## src/rtl/jtag_tap_driver.sv

```systemverilog
// rtl/jtag_tap_driver.sv - JTAG initiator: command stream in, TCK/TMS/TDI out, captured TDO bits back.
// Define JTAG_TRST_EN to add an active-low trst_n held low while a RESET command runs.
module jtag_tap_driver #(
  parameter int CLK_DIV = 2,
  parameter int MAX_LEN = 32,
  localparam int LW = $clog2(MAX_LEN + 1)
) (
  input  logic               clk,
  input  logic               rst,
  input  logic               cmd_valid,
  output logic               cmd_ready,
  input  logic [1:0]         cmd_op,
  input  logic [LW-1:0]      cmd_len,
  input  logic [MAX_LEN-1:0] cmd_data,
  output logic               rsp_valid,
  input  logic               rsp_ready,
  output logic [MAX_LEN-1:0] rsp_data,
  output logic               tck,
  output logic               tms,
  output logic               tdi,
  input  logic               tdo,
  output logic [3:0]         tap_state
`ifdef JTAG_TRST_EN
  ,output logic              trst_n
`endif
);
  localparam int IW = (MAX_LEN > 1) ? $clog2(MAX_LEN) : 1;
  localparam int DW = (CLK_DIV > 1) ? $clog2(CLK_DIV) : 1;
  localparam logic [1:0] OP_RESET = 2'd0, OP_IR = 2'd1, OP_DR = 2'd2, OP_RUN = 2'd3;

  typedef enum logic [2:0] {ST_IDLE, ST_PRE, ST_SHIFT, ST_POST, ST_RUN, ST_RESP} st_e;

  st_e                st_q, st_d;
  logic [LW-1:0]      cnt_q, cnt_d, len_q, len_d, cnt_inc, len_sat;
  logic [1:0]         op_q, op_d;
  logic [MAX_LEN-1:0] data_q, data_d, rsp_q;
  logic [5:0]         pat_q, pat_d;
  logic [2:0]         pren_q, pren_d;
  logic [DW-1:0]      div_q;
  logic               tck_q, tms_q, tdi_q, tms_d, tdi_d;
  logic [3:0]         tap_q;
  logic               accept, load, busy, half_end, rise, done;

  function automatic logic [3:0] tap_next(input logic [3:0] s, input logic m);
    case (s)
      4'd0:  return m ? 4'd0  : 4'd1;
      4'd1:  return m ? 4'd2  : 4'd1;
      4'd2:  return m ? 4'd9  : 4'd3;
      4'd3:  return m ? 4'd5  : 4'd4;
      4'd4:  return m ? 4'd5  : 4'd4;
      4'd5:  return m ? 4'd8  : 4'd6;
      4'd6:  return m ? 4'd7  : 4'd6;
      4'd7:  return m ? 4'd8  : 4'd4;
      4'd8:  return m ? 4'd2  : 4'd1;
      4'd9:  return m ? 4'd0  : 4'd10;
      4'd10: return m ? 4'd12 : 4'd11;
      4'd11: return m ? 4'd12 : 4'd11;
      4'd12: return m ? 4'd15 : 4'd13;
      4'd13: return m ? 4'd14 : 4'd13;
      4'd14: return m ? 4'd15 : 4'd11;
      default: return m ? 4'd2 : 4'd1;
    endcase
  endfunction

  assign accept   = cmd_valid && cmd_ready;
  assign busy     = (st_q == ST_PRE) || (st_q == ST_SHIFT) || (st_q == ST_POST) || (st_q == ST_RUN);
  assign half_end = busy && (div_q == DW'(CLK_DIV - 1));
  assign rise     = half_end && !tck_q;
  assign done     = half_end && tck_q;

  always_ff @(posedge clk) begin
    if (rst) st_q <= ST_IDLE;
    else     st_q <= st_d;
  end

  always_comb begin
    st_d    = st_q;
    cnt_d   = cnt_q;
    len_d   = len_q;
    op_d    = op_q;
    data_d  = data_q;
    pat_d   = pat_q;
    pren_d  = pren_q;
    load    = 1'b0;
    cnt_inc = cnt_q + 1'b1;
    len_sat = (cmd_len > LW'(MAX_LEN)) ? LW'(MAX_LEN) : cmd_len;
    case (st_q)
      ST_IDLE: if (accept) begin
        load   = 1'b1;
        op_d   = cmd_op;
        len_d  = len_sat;
        data_d = cmd_data;
        cnt_d  = '0;
        // pat_d holds the TMS bits that lead into Shift (or straight to Exit1 when len is zero)
        case (cmd_op)
          OP_RESET: begin pat_d = 6'b011111; pren_d = 3'd6; end
          OP_IR:    begin pat_d = (len_sat == '0) ? 6'b001011 : 6'b000011; pren_d = 3'd4; end
          OP_DR:    begin pat_d = (len_sat == '0) ? 6'b000101 : 6'b000001; pren_d = 3'd3; end
          default:  begin pat_d = 6'b000000; pren_d = 3'd0; end
        endcase
        if (tap_q == 4'd0 && cmd_op != OP_RESET) begin
          pat_d  = {pat_d[4:0], 1'b0};
          pren_d = pren_d + 3'd1;
        end
        if (pren_d != 3'd0)      st_d = ST_PRE;
        else if (len_sat != '0)  st_d = ST_RUN;
        else                     st_d = ST_RESP;
      end
      ST_RESP: if (rsp_ready) st_d = ST_IDLE;
      default: if (done) begin
        load  = 1'b1;
        cnt_d = cnt_inc;
        case (st_q)
          ST_PRE: if (cnt_inc == LW'(pren_q)) begin
            cnt_d = '0;
            if (op_q == OP_RESET)  st_d = ST_RESP;
            else if (op_q == OP_RUN) st_d = (len_q != '0) ? ST_RUN : ST_RESP;
            else                   st_d = (len_q != '0) ? ST_SHIFT : ST_POST;
          end
          ST_SHIFT, ST_RUN: if (cnt_inc == len_q) begin
            cnt_d = '0;
            st_d  = (st_q == ST_SHIFT) ? ST_POST : ST_RESP;
          end
          ST_POST: if (cnt_q != '0) st_d = ST_RESP;
          default: ;
        endcase
      end
    endcase
    tms_d = tms_q;
    tdi_d = 1'b0;
    case (st_d)
      ST_PRE:   tms_d = pat_d[cnt_d[2:0]];
      ST_SHIFT: begin
        tms_d = (cnt_d == len_d - 1'b1);
        tdi_d = data_d[cnt_d[IW-1:0]];
      end
      ST_POST:  tms_d = (cnt_d == '0);
      ST_RUN:   tms_d = 1'b0;
      default:  ;
    endcase
  end

  always_comb begin
    cmd_ready = (st_q == ST_IDLE) && !rst;
    rsp_valid = (st_q == ST_RESP);
  end

  always_ff @(posedge clk) begin
    if (rst) begin
      cnt_q <= '0; len_q <= '0; op_q <= OP_RESET; data_q <= '0; pat_q <= '0; pren_q <= '0;
      div_q <= '0; tck_q <= 1'b0; tms_q <= 1'b1; tdi_q <= 1'b0; tap_q <= 4'd0; rsp_q <= '0;
    end else begin
      cnt_q  <= cnt_d;
      len_q  <= len_d;
      op_q   <= op_d;
      data_q <= data_d;
      pat_q  <= pat_d;
      pren_q <= pren_d;
      if (load) begin
        tck_q <= 1'b0;
        div_q <= '0;
        tms_q <= tms_d;
        tdi_q <= tdi_d;
      end else if (rise) begin
        tck_q <= 1'b1;
        div_q <= '0;
        tap_q <= tap_next(tap_q, tms_q);
        if (st_q == ST_SHIFT) rsp_q[cnt_q[IW-1:0]] <= tdo;
      end else if (busy) begin
        div_q <= div_q + 1'b1;
      end
      if (accept) rsp_q <= '0;
    end
  end

`ifdef JTAG_TRST_EN
  logic trst_q;
  always_ff @(posedge clk) begin
    if (rst)                              trst_q <= 1'b1;
    else if (accept && cmd_op == OP_RESET) trst_q <= 1'b0;
    else if (st_d == ST_RESP)             trst_q <= 1'b1;
  end
  assign trst_n = trst_q;
`endif

  assign tck       = tck_q;
  assign tms       = tms_q;
  assign tdi       = tdi_q;
  assign tap_state = tap_q;
  assign rsp_data  = rsp_q;
endmodule

```

## config.mk

```make
export PLATFORM = sky130hd
export DESIGN_NAME = jtag_tap_driver
export DESIGN_NICKNAME = d
export VERILOG_FILES = /design/src/rtl/jtag_tap_driver.sv
export SDC_FILE = /design/constraint.sdc
export NUM_CORES = 1
export LEC_CHECK = 0
export BUFFER_PORTS_ARGS = -buffer_cell sky130_fd_sc_hd__buf_2
export CORE_MARGIN = 3
export CORE_UTILIZATION = 40
export CTS_CLUSTER_SIZE = 25
export DETAILED_ROUTE_END_ITERATION = 6
export HOLD_SLACK_MARGIN = 0.05
export PLACE_DENSITY_LB_ADDON = 0.08
export SLEW_MARGIN = 10
export SYNTH_ARGS = -nofsm -noshare
export SYNTH_HDL_FRONTEND = slang
export SYNTH_SLANG_ARGS = --single-unit
```

## constraint.sdc

```tcl
create_clock -name clk -period 2.72 [get_ports clk]
set_input_delay 0.408 -clock clk [delete_from_list [all_inputs] [get_ports clk]]
set_output_delay 0.408 -clock clk [all_outputs]
set_load 0.05 [all_outputs]
```

---- Yosys cells after proc, flatten, opt, wreduce, memory -nomap -nowiden ----
Cells that the tools add are included.
operators by class
  $add $sub $neg .......................... 4
  order comparisons ....................... 5
  equal/unequal tests ..................... 27
  multiplexer cells ....................... 63
  bitwise gates (word level) .............. 1
  reductions and logical operators ........ 34
operator list
  operator             number
  $mux 32              2
  $mux 6               10
  $mux 3               18
  $pmux 4 s11          1
  $bwmux 32            1
  $eq 4x4->1 const B   6
  $pmux 6 s2           2
  $mux 4               5
  $pmux 3 s3           2
  $reduce_bool 6->1    3
  $eq 4x3->1 const B   4
  $pmux 5 s3           1
  $eq 3x2->1 const B   4
  $eq 6x6->1           2
  $logic_not 6->1      2
  $lt 5x6->1 const B   2
  $mux 1               12
  $reduce_or 2->1      5
  $eq 3x3->1 const B   3
  $eq 4x2->1 const B   2
  $logic_and 1x1->1    7
  $add 6x1->6 const B  1
  $eq 3x1->1 const B   2
  $eq 6x3->1           1
  27 further kinds     36
word-level totals
  bits in registers ....................... 98
  input bits .............................. 45
  output and inout port bits .............. 41

---- Longest topological paths before layout ----
Gate-level depths: netlist of run 1.
  depth after elaboration ................. 16
  depth in mapped cells ................... 15

---- Least setup slack after synthesis of run 1 ----
OpenSTA, ideal clock, no wires.
  path kind ............................... reg2reg
  start ................................... reg st_q[0]
  end ..................................... reg tdi_q, in the netlist tdi
  setup time .............................. 132 ps
  data arrival time ....................... 3082 ps
  path slack .............................. -494 ps
  cell stages (with the launch flop) ...... 11
  clock period less this slack ............ 3214 ps
  cells stage by stage .................... dfxtp_1 > buf_4 > nor4_2 > nand2_1 > nand4b_1 > a211o_1 > and2_1 > clkbuf_1 > a211oi_1 > nor4b_1 > o22ai_1
between the ends
  elaborated cells between the ends (all ways) .. 36
RTL lines
  what                                          line  source
  from (decl)                                   33    st_e st_q, st_d;
  from (signal assigned)                        73    else st_q <= st_d;
  $logic_not 3->1 (*)                           144   cmd_ready = (st_q == ST_IDLE) && !rst;
  $logic_and 1x1->1 (*)                         144
  net cmd_ready                                 11    output logic cmd_ready,
  $logic_and 1x1->1 (*)                         65    assign accept = cmd_valid && cmd_ready;
  $mux 6 / $mux 32 (equally long branches)      88    ST_IDLE: if (accept) begin
  $pmux 6 s2 / $mux 32 (equally long branches)  87    case (st_q)
  $bmux 1 s5                                    135   tdi_d = data_d[cnt_d[IW-1:0]];
  $mux 1 (not written as such)                  135
  $mux 1                                        131   case (st_d)
  to (signal assigned)                          163   tdi_q <= tdi_d;
  to (decl)                                     40    logic tck_q, tms_q, tdi_q, tms_d, tdi_d;
The timed path passes the listed nets; every way through them passes the cells marked *. The select of a mux whose other input is x is not followed.
A chain may end at the register's enable or synchronous reset.

---- Worst setup path in the final report of run 1 ----
  start ................................... reg cnt_q[0]
  end ..................................... reg tdi_q, in the netlist tdi
between the ends
  longest elaborated chain between the ends .. 9
  elaborated cells between the ends (all ways) .. 20
ends and longest elaborated chain
  what                                             line      source
  from (decl)                                      34        logic [LW-1:0] cnt_q, cnt_d, len_q, len_d, cnt_inc, len_sat;
  from (signal assigned)                           153       cnt_q <= cnt_d;
  $add 6x1->6                                      85        cnt_inc = cnt_q + 1'b1;
  $eq 6x6->1 / $eq 6x3->1 (equally long branches)  120, 114
  $mux 6, on equally long branches                 120, 114
  $pmux 6 s2                                       113       case (st_q)
  $mux 6                                           110       default: if (done) begin
  $pmux 6 s2                                       87
  $bmux 1 s5                                       135
  $mux 1 (not written as such)                     135
  $mux 1 (*)                                       131
Every way passes the cells marked *; elsewhere a longest branch is shown, timed or not. The select of a mux whose other input is x is not followed.

==> results of run 1 <==
-- critical path, cell delays in order, from the launching register on --
cell and delay [ns]:
dfxtp_4 0.40, inv_4 0.05, ha_4 0.26, xor2_2 0.16, nor4_2 0.19, nand4_1 0.28, o21ai_4 0.29, o21a_4 0.18
buf_12 0.13, mux2i_1 0.08, a31o_2 0.24, o31ai_2 0.26, o22ai_1 0.12
-- layout make-up --
type                    count  area (um2)
well taps                 172         215
multi-input cells         515        3210
clock inverters             7         116
repair buffers            141         882
flip-flops and latches     98        1970
fillers                  1250        6170
inverters                   9        36.3
clock buffers               9         225
-- per-stage QoR --
stage / instances / area (um2) / worst slack, ns / hold WS, ns
floorplan: 675 / 5370 / -0.0251 / 0.429
global placement: 928 / 6140 / -0.0982 / 0.444
detailed placement: 928 / 6140 / -0.146 / 0.445
CTS: 948 / 6540 / 0.00221 / 0.286
global route: 951 / 6660 / -0.151 / 0.288
finish: 951 / 6660 / -0.0577 / 0.294
-- sequential cells by signal (all words and copies together), names as in the netlist --
name	flops
div_q	1
pat_q	6
rsp_data	32
len_q	6
pren_q	3
data_q	32
tms	1
tap_state	4
op_q	2
tdi	1
cnt_q	6
tck	1
st_q	3
-- metal layers --
metal,up-vias,GRT usage,routed length [um]
met3,10,0.0555,711
met4,0,0.0546,164
met1,2387,0.272,6990
li1,2531,-,-
met2,117,0.323,7100
met5,-,0,0
-- cell usage in the layout (no fill, tap or decap), drive strengths merged, types with 6 or more instances in the layout --
cell / netlist / routed
nor2b: 11 / 11
clkbuf: 33 / 9
nand4: 7 / 7
and2: 11 / 11
o211ai: 6 / 6
o31ai: 6 / 6
nor4: 6 / 6
o21ai: 19 / 20
mux2i: 46 / 46
a21oi: 56 / 56
ha: 6 / 6
nand2b: 8 / 8
xnor2: 16 / 16
nor3: 9 / 9
inv: 9 / 10
dfxtp: 98 / 98
a31oi: 7 / 7
nand3: 14 / 14
nor2: 76 / 76
buf: 21 / 141
nand2: 131 / 131
-- cells in the mapped netlist, types with 6 or more instances --
cell      number
nor2b_1       11
nor3_1         9
o21ai_0       17
xnor2_1       16
nand2b_1       8
nor2_1        76
o211ai_1       6
buf_2          8
mux2i_1       46
o31ai_1        6
nand4_1        7
ha_1           6
clkbuf_1      33
nand2_1      131
and2_1        11
a31oi_1        7
inv_1          9
dfxtp_1       98
nand3_1       13
a21oi_1       56
-- how the worst max path moves through the flow --
stage | from | to | slack (ns) | cells past startpoint
6_report | cnt_q[0]$_SDFF_PP0_ | tdi$_SDFFE_PP0P_ | -0.06 | 12
5_1_grt | cnt_q[0]$_SDFF_PP0_ | tdi$_SDFFE_PP0P_ | -0.15 | 11
4_1_cts | cnt_q[1]$_SDFF_PP0_ | tdi$_SDFFE_PP0P_ | 0.002 | 12
3_5_place_dp | cnt_q[1]$_SDFF_PP0_ | tdi$_SDFFE_PP0P_ | -0.15 | 12
3_3_place_gp | cnt_q[1]$_SDFF_PP0_ | tdi$_SDFFE_PP0P_ | -0.1 | 12
2_1_floorplan | st_q[1]$_SDFF_PP0_ | tms$_SDFFE_PP1P_ | -0.03 | 11
-- power by group through the flow --
stage / sequential (mW) / combinational (mW) / clock (mW)
2_1_floorplan: 1.56 / 0.301 / 0
3_3_place_gp: 1.57 / 0.426 / 0
3_5_place_dp: 1.57 / 0.431 / 0
4_1_cts: 1.53 / 0.434 / 1.49
5_1_grt: 1.54 / 0.488 / 1.55
6_report: 1.53 / 0.439 / 1.46
-- cell families after synthesis --
kind of cell	Yosys count	synth area share
xor+xnor	23	0.0433
fa+ha+maj	6	0.0141
compound gates	135	0.164
buf+inv	63	0.0562
simple gates	303	0.265
flops	98	0.369
mux	47	0.0886
-- timing repair --
| item | CTS | global route |
|---|---|---|
| endpoints found under the hold margin | 0 | 0 |
| setup endpoints to repair | 2 | 15 |
| cloned | 1 | 0 |
| pin swaps | 6 | 9 |
| setup buffers | 3 | 3 |
| gates resized for setup | 9 | 27 |
==> flow_metrics.py, run 1 <==
metrics = {
    "yosys": {
        "synth-seq-cells": 98,
        "postSynth.asyncResetShare": 0,
        "yosys-top-cells-area": "dfxtp_1, nand2_1, mux2i_1",
        "synth_top_area_frac": 0.369,
        "syn_area_per_cell_um2": 7.89,
        "yosysSeqAreaShare": 0.369,
        "yosys_warnings": 0,
        "netlist_instances": 675,
        "synth-edff-count": 0,
        "syn_area_mm2": 0.00532,
        "synth_ff_type": "dfxtp_1",
        "yosysTopAreaCell": "dfxtp_1",
        "ys_types": 69,
        "synth_fp_nets": 726,
    },
    "placed_design": {
        "io_buffer_count": 85,
        "dp_hpwl_um": 10700,
        "gp_congestion": 0.974,
    },
    "sta": {
        "slew_viol_final": 0,
        "worst_pin_slew_ns": 0.714,
        "finalCriticalPeriod_ns": 2.78,
        "timing.fmax_mhz": 360,
        "fin_tns_setup_ns": -0.0821,
        "rsz0062_at_grt": "true",
        "post-route-period-util": 1.02,
        "slew_headroom": 0.524,
        "setup_ws_ns": -0.0577,
        "finalHoldViolations": 0,
        "fin_skew_ns": 0.00567,
        "finalSetupViolations": 2,
    },
    "power": {
        "p_switching_uw": 868,
        "p_comb_frac": 0.128,
        "p_seq_frac": 0.446,
        "internal-power_mw": 2.56,
        "peakVddDrop_v": 0.000419,
        "power_switching_share": 0.253,
        "powerDensity_mw_per_mm2": 516,
        "fin_total_pwr_mw": 3.43,
        "leakage_nw": 2.86,
        "clock_power_share": 0.426,
    },
    "setup_path": {
        "arrival_ns": 3.00,
        "required_ns": 2.94,
        "critPathLaunchType": "flop",
        "criticalPathCategory": "flop to flop",
        "endpoint_kind": "flop",
        "rr_endpoint": "tdi$_SDFFE_PP0P_",
        "regToRegSetupSlack_ns": -0.06,
        "reg2reg_from": "cnt_q[0]$_SDFF_PP0_",
        "crit_fanout": 11,
        "reg2reg_depth": 12,
    },
    "detailed_routing": {
        "firstDrtPassIters": 4,
        "wire_per_inst_um": 15.7,
        "drc": 0,
        "wl_um": 15000,
        "vias": 5045,
        "drtAntennaViolNets": 0,
        "drt_iter0_markers": 239,
        "via_per_inst": 5.30,
    },
    "floorplanning": {
        "fp.dieW_um": 121,
        "coreArea_mm2": 0.0128,
        "die_h_um": 121,
        "rows": 41,
        "dieArea_mm2": 0.0147,
        "io_pins": 86,
        "start_util": 0.415,
    },
    "outcome": {
        "status": "complete, but fails checks",
        "violations": "setup timing",
    },
    "global_route": {
        "grt_pass1_vias": 4789,
        "overflow": 0,
        "grt_max_degree": 67,
        "antenna_found_initial": 0,
        "grt_pass1_wl_um": 24100,
        "grtUsageTotal": 0.203,
    },
    "hold_path": {
        "worstHoldStart": "cmd_data[31]",
        "hold_end": "data_q[31]$_SDFF_PP0_",
        "hp-class": "input pin to flop",
        "hold_depth": 3,
    },
    "cts": {
        "clkTransAtPathRegs_ns": 0.07,
        "cts.sinks": 98,
        "cts_root_buf": "clkbuf_16",
        "htreeDepth": 3,
        "cts_tree": "yes",
        "cts_hold_buf": 0,
        "cts_buffer_depth": 2,
        "clk_latency_ns": 0.35,
        "cts-buffers-inserted": 9,
    },
    "run": {
        "cap_viol_max_count": 0,
    },
    "finish": {
        "nets": 825,
        "drive_above_1_share": 0.259,
        "post-route-util": 0.519,
        "syn2layout_area_growth_pct": 25.0,
        "diodes": 0,
    },
}
(Power assumes the default switching activity.)
==> run 2: changes to the inputs <==
--- a/config.mk
+++ b/config.mk
@@ -6,8 +6,10 @@
 export NUM_CORES = 1
 export LEC_CHECK = 0
 export BUFFER_PORTS_ARGS = -buffer_cell sky130_fd_sc_hd__buf_2
+export CELL_PAD_IN_SITES_DETAIL_PLACEMENT = 0
+export CELL_PAD_IN_SITES_GLOBAL_PLACEMENT = 1
 export CORE_MARGIN = 3
-export CORE_UTILIZATION = 40
+export CORE_UTILIZATION = 38
 export CTS_CLUSTER_SIZE = 25
 export DETAILED_ROUTE_END_ITERATION = 6
 export HOLD_SLACK_MARGIN = 0.05
==> run 2 against run 1 <==
  * Non-clock buffer count up 17
  * Critical path type unchanged
  * Highest routed layer unchanged
  * Clock power is 12% lower
  * Largest cell class unchanged
  * Via count rose by 1.6%
  * Combinational power up 5.2%
  * Core utilization decreased by 1.1 points
  * First-iteration DRC count is 7.5% higher
  * The flow still finishes with violations (setup timing)
  * Sequential share of layout area fell by 0.80 points
==> flow_metrics.py, run 2 (synthesis results as in run 1) <==
metrics = {
    "floorplanning": {
        "rows": 42,
        "dieArea_mm2": 0.0155,
        "fp.dieW_um": 124,
        "io_pins": 86,
        "start_util": 0.396,
        "coreArea_mm2": 0.0135,
        "die_h_um": 124,
    },
    "setup_path": {
        "crit_family": "simple AND/OR/NAND/NOR gates",
        "required_ns": 2.96,
        "critical-path-max-stage-delay_ns": 0.39,
        "critPathLaunchType": "flop",
        "crit_fanout": 5,
        "critPathBufInv": 2,
        "cp_slowest_cell": "dfxtp_4",
        "criticalPathCategory": "flop to flop",
        "arrival_ns": 2.97,
        "endpoint_kind": "flop",
        "path_cells": "inv_4 > ha_4 > xor2_4 > nor4_2 > and4_4 > or2_4 > o21ai_4 > buf_12 > mux2i_4 > a211oi_2 > nor4b_2 > o22ai_1",
    },
    "global_route": {
        "grt_max_degree": 67,
        "antenna_found_initial": 0,
        "grt_pass1_vias": 4942,
        "grtUsageTotal": 0.199,
        "overflow": 0,
        "grt_pass1_wl_um": 25600,
    },
    "detailed_routing": {
        "drt_iter0_markers": 257,
        "wl_um": 15600,
        "wire_per_inst_um": 16.1,
        "drc": 0,
        "vias": 5128,
        "via_per_inst": 5.28,
        "drtAntennaViolNets": 0,
        "firstDrtPassIters": 5,
    },
    "finish": {
        "syn2layout_area_growth_pct": 28.5,
        "final_common_cell": "nand2_1",
        "diodes": 0,
        "nets": 841,
        "drive_above_1_share": 0.284,
        "fin_cells": 971,
        "most-common-layout-cells": "nand2_1, dfxtp_1, buf_2, nor2_1, buf_4",
        "n_fill_cell": 1336,
    },
    "sta": {
        "fin_tns_setup_ns": -0.0238,
        "slew_viol_final": 0,
        "finalHoldViolations": 0,
        "slew_headroom": 0.531,
        "fin_skew_ns": 0.00559,
        "post-route-period-util": 1.00,
        "rsz0062_at_grt": "true",
        "hold_slack_ns": 0.290,
        "finalSetupViolations": 2,
        "timing.fmax_mhz": 366,
        "finalCriticalPeriod_ns": 2.73,
        "worst_pin_slew_ns": 0.703,
        "setup_ws_ns": -0.0125,
    },
    "cts": {
        "cts-buffers-inserted": 9,
        "cts_buffer_depth": 2,
        "clkTransAtPathRegs_ns": 0.07,
        "cts_tree": "yes",
        "clk_latency_ns": 0.35,
        "cts.sinks": 98,
        "htreeDepth": 3,
        "cts_root_buf": "clkbuf_16",
    },
    "hold_path": {
        "hp-class": "input pin to flop",
    },
    "outcome": {
        "violations": "setup timing",
        "status": "complete, but fails checks",
    },
    "placed_design": {
        "pre_cts_slack_ns": -0.142,
        "gp_congestion": 0.943,
        "place_inst": 943,
        "io_buffer_count": 85,
        "dp_hpwl_um": 11200,
    },
    "power": {
        "p_switching_uw": 892,
        "peakVddDrop_v": 0.000278,
        "fin_total_pwr_mw": 3.28,
        "p_comb_frac": 0.141,
        "clock_power_share": 0.393,
        "leakage_nw": 2.94,
        "p_seq_frac": 0.466,
        "power_switching_share": 0.272,
        "powerDensity_mw_per_mm2": 480,
        "internal-power_mw": 2.39,
    },
    "run": {
        "cap_viol_max_count": 0,
    },
}
run 2: cell types whose count changed in the layout (fill, tap and decap cells not counted), moves of 3 or more:
cell / previous run / this run
a221oi_1: 4 / 1
a221oi_2: 1 / 4
buf_4: 51 / 64
mux2i_1: 45 / 41
mux2i_2: 1 / 4
run 2: per-layer routing:
metal / vias to the layer above / track usage / wire length [um]
met5: - / 0 / 0
met4: 0 / 0.0632 / 272
met3: 22 / 0.0300 / 704
met2: 128 / 0.322 / 7360
met1: 2416 / 0.273 / 7250
li1: 2562 / - / -
run 2: area by class of cell:
cell class,count,area [um2],share of cell area
sequential,98,1970,0.288
clock buffer,9,225,0.0329
multi-input combinational,514,3270,0.478
clock inverter,7,70.1,0.0102
tap,176,220,0.0322
inverter,9,36.3,0.00531
timing repair buffer,158,1050,0.153
run 2: final timing paths:
path | to | slack, ns | cells after the start | startpoint
hold reg to reg | data_q[0]$_SDFF_PP0_ | 0.46 | 2 | data_q[0]$_SDFF_PP0_
setup / recovery | tdi$_SDFFE_PP0P_ | -0.01 | 12 | cnt_q[0]$_SDFF_PP0_
hold / removal | data_q[17]$_SDFF_PP0_ | 0.29 | 3 | cmd_data[17]
setup reg to reg | tdi$_SDFFE_PP0P_ | -0.01 | 12 | cnt_q[0]$_SDFF_PP0_
run 2: worst reg2reg max path, cell delays in order (launching register included):
cell and delay, ns:
dfxtp_4 0.39, inv_4 0.04, ha_4 0.31, xor2_4 0.18
nor4_2 0.05, and4_4 0.20, or2_4 0.28, o21ai_4 0.31
buf_12 0.16, mux2i_4 0.22, a211oi_2 0.09, nor4b_2 0.28
o22ai_1 0.09
run 2: power by group through the flow:
stage	clock network [mW]	registers, mW	logic, mW
after detailed placement	0	1.56	0.442
after CTS	1.32	1.53	0.449
after global placement	0	1.56	0.438
after floorplan	0	1.56	0.301
final	1.29	1.53	0.462
after global routing	1.38	1.54	0.513
run 2: stage by stage:
stage | instance area, um2 | util
after floorplan | 5370 | -
after global placement | 6220 | 0.463
after detailed placement | 6220 | 0.463
after CTS | 6660 | 0.495
after global routing | 6840 | 0.508
final | 6840 | 0.508
run 2: what timing repair did:
item,4_1_cts,5_1_grt
setup endpoints to repair,2,11
setup buffers,5,7
resized for setup,14,35
hold buffers,0,0
cloned,1,0
pin swaps,10,19
==> run 3: changes to the inputs <==
--- a/config.mk
+++ b/config.mk
@@ -9,7 +9,7 @@
 export CELL_PAD_IN_SITES_DETAIL_PLACEMENT = 0
 export CELL_PAD_IN_SITES_GLOBAL_PLACEMENT = 1
 export CORE_MARGIN = 3
-export CORE_UTILIZATION = 38
+export CORE_UTILIZATION = 42
 export CTS_CLUSTER_SIZE = 25
 export DETAILED_ROUTE_END_ITERATION = 6
 export HOLD_SLACK_MARGIN = 0.05
==> constraint.sdc (replaced) <==
create_clock -name clk -period 2.9 [get_ports clk]
set_input_delay 0.435 -clock clk [delete_from_list [all_inputs] [get_ports clk]]
set_output_delay 0.435 -clock clk [all_outputs]
set_load 0.05 [all_outputs]
==> run 3 against run 2 <==
  * The run now ends clean
  * Design area decreased by 1.7%
  * Clock power decreased by 4%
  * Clock-buffer cell count unchanged
  * Sequential share of layout area increased by 0.51 points
  * Die area decreased by 9.1%
  * Maximum frequency decreased by 5.6%
  * Via count decreased by 0.47%
  * Final cell count decreased by 0.93%
  * Clock skew increased by 0.0018 ns
  * Flip-flop and latch count unchanged
  * Sequential power decreased by 6%
  * Wire length decreased by 1.5%
  * Critical path type unchanged
  * Critical endpoint unchanged
  * Largest cell class unchanged
  * Largest power group unchanged
==> flow_metrics.py, run 3 (synthesis results as in run 1) <==
metrics = {
    "global_route": {
        "grtUsageMet2": 0.344,
        "grtUsageTotal": 0.212,
        "met3_usage": 0.0306,
        "overflow": 0,
        "antenna_found_initial": 0,
        "grt_max_degree": 67,
        "grt_pass1_wl_um": 24400,
        "grt-busiest-layer": "met2",
        "grt_pass1_vias": 4827,
        "grt_use_met1": 0.284,
    },
    "detailed_routing": {
        "via_per_inst": 5.31,
        "drtAntennaViolNets": 0,
        "drt_iter0_markers": 351,
        "firstDrtPassIters": 4,
        "drc": 0,
        "wire_per_inst_um": 16.0,
        "vias": 5104,
        "wl_um": 15400,
    },
    "sta": {
        "rsz0062_at_grt": "true",
        "worst_pin_slew_ns": 0.696,
        "finalSetupViolations": 0,
        "slew_viol_final": 0,
        "fin_tns_setup_ns": 0,
        "timing.fmax_mhz": 345,
        "finalHoldViolations": 0,
        "hold_slack_ns": 0.313,
        "finalCriticalPeriod_ns": 2.90,
        "fin_skew_ns": 0.00742,
        "post-route-period-util": 0.998,
        "slew_headroom": 0.536,
    },
    "cts": {
        "cts_tree": "yes",
        "cts.sinks": 98,
        "clkTransAtPathRegs_ns": 0.07,
        "cts-buffers-inserted": 9,
        "cts_root_buf": "clkbuf_16",
        "cts_buffer_depth": 2,
        "clk_latency_ns": 0.35,
        "cts_hold_buf": 0,
        "htreeDepth": 3,
    },
    "floorplanning": {
        "die_h_um": 119,
        "coreArea_mm2": 0.0122,
        "dieArea_mm2": 0.0141,
        "rows": 40,
        "start_util": 0.436,
        "io_pins": 86,
        "fp.dieW_um": 119,
    },
    "finish": {
        "syn2layout_area_growth_pct": 26.3,
        "final_area_mm2": 0.00672,
        "drive_above_1_share": 0.268,
        "diodes": 0,
        "n_fill_cell": 1211,
        "nets": 840,
        "most-common-layout-cells": "nand2_1, dfxtp_1, buf_2, nor2_1, buf_4",
        "final_common_cell": "nand2_1",
    },
    "setup_path": {
        "regToRegSetupSlack_ns": 0.004,
        "crit_end": "tdi$_SDFFE_PP0P_",
        "crit_fanout": 5,
        "critPathLaunchType": "flop",
        "reg2reg_from": "cnt_q[1]$_SDFF_PP0_",
        "required_ns": 3.18,
        "reg2reg_depth": 12,
        "criticalPathCategory": "flop to flop",
        "setup.worst_path.start": "cnt_q[1]$_SDFF_PP0_",
        "endpoint_kind": "flop",
        "arrival_ns": 3.18,
        "rr_endpoint": "tdi$_SDFFE_PP0P_",
    },
    "power": {
        "peakVddDrop_v": 0.000317,
        "powerDensity_mw_per_mm2": 460,
        "leakage_nw": 2.92,
        "fin_total_pwr_mw": 3.10,
    },
    "placed_design": {
        "io_buffer_count": 85,
        "gp_congestion": 0.949,
        "dp_hpwl_um": 11000,
        "placed_cell_area_mm2": 0.00614,
    },
    "hold_path": {
        "hold_depth": 3,
        "hp-class": "input pin to flop",
    },
    "outcome": {
        "status": "finished clean",
    },
    "run": {
        "cap_viol_max_count": 0,
    },
}
run 3: layout make-up:
cell class | count | area, um2 | area share
clock buffer | 9 | 225 | 0.0335
clock inverter | 7 | 75.1 | 0.0112
inverter | 9 | 36.3 | 0.00540
multi-input combinational | 514 | 3200 | 0.476
sequential | 98 | 1970 | 0.293
tap | 168 | 210 | 0.0313
timing repair buffer | 157 | 1000 | 0.149
run 3: worst min-delay path by stage:
stage,end,startpoint
2_1_floorplan,pat_q[5]$_SDFF_PP0_,pat_q[5]$_SDFF_PP0_
3_3_place_gp,data_q[24]$_SDFF_PP0_,data_q[24]$_SDFF_PP0_
3_5_place_dp,data_q[17]$_SDFF_PP0_,data_q[17]$_SDFF_PP0_
4_1_cts,data_q[15]$_SDFF_PP0_,cmd_data[15]
5_1_grt,data_q[11]$_SDFF_PP0_,cmd_data[11]
6_report,data_q[30]$_SDFF_PP0_,cmd_data[30]
run 3: routing by layer:
| metal | wire, um | vias to the layer above | part of all wire |
|---|---|---|---|
| met5 | 0 | - | 0 |
| met1 | 7070 | 2387 | 0.46 |
| li1 | - | 2558 | - |
| met3 | 692 | 26 | 0.045 |
| met2 | 7190 | 133 | 0.47 |
| met4 | 396 | 0 | 0.026 |
run 3: report_power, final:
group          total (mW)  switching [mW]  internal, mW
Sequential           1.44          0.0438          1.39
Clock                1.24           0.559         0.679
Combinational       0.422           0.249         0.173
Total                3.10           0.852          2.24
run 3: critical path, stage by stage, from the launching register on:
cell and delay, ns:
dfxtp_4 0.38, ha_2 0.26, xor3_1 0.27, nor4_1 0.28, and4_2 0.32, or2_4 0.17
o21a_2 0.17, buf_4 0.11, buf_4 0.12, nor2_1 0.06, a2111oi_1 0.41, o31ai_1 0.13
o22ai_1 0.13
run 3: metrics by stage:
stage,utilization,worst slack [ns],std cells
3_5_place_dp,0.502,-0.0897,930
3_3_place_gp,0.502,-0.0258,930
4_1_cts,0.531,0.00615,950
5_1_grt,0.551,-0.178,962
6_report,0.551,0.00440,962
2_1_floorplan,-,0.0216,675
run 3: timing repair:
item | 4_1_cts | 5_1_grt
resized for setup | 8 | 37
setup endpoints to repair | 2 | 3
buffers inserted | 4 | 12
pin swaps | 4 | 19
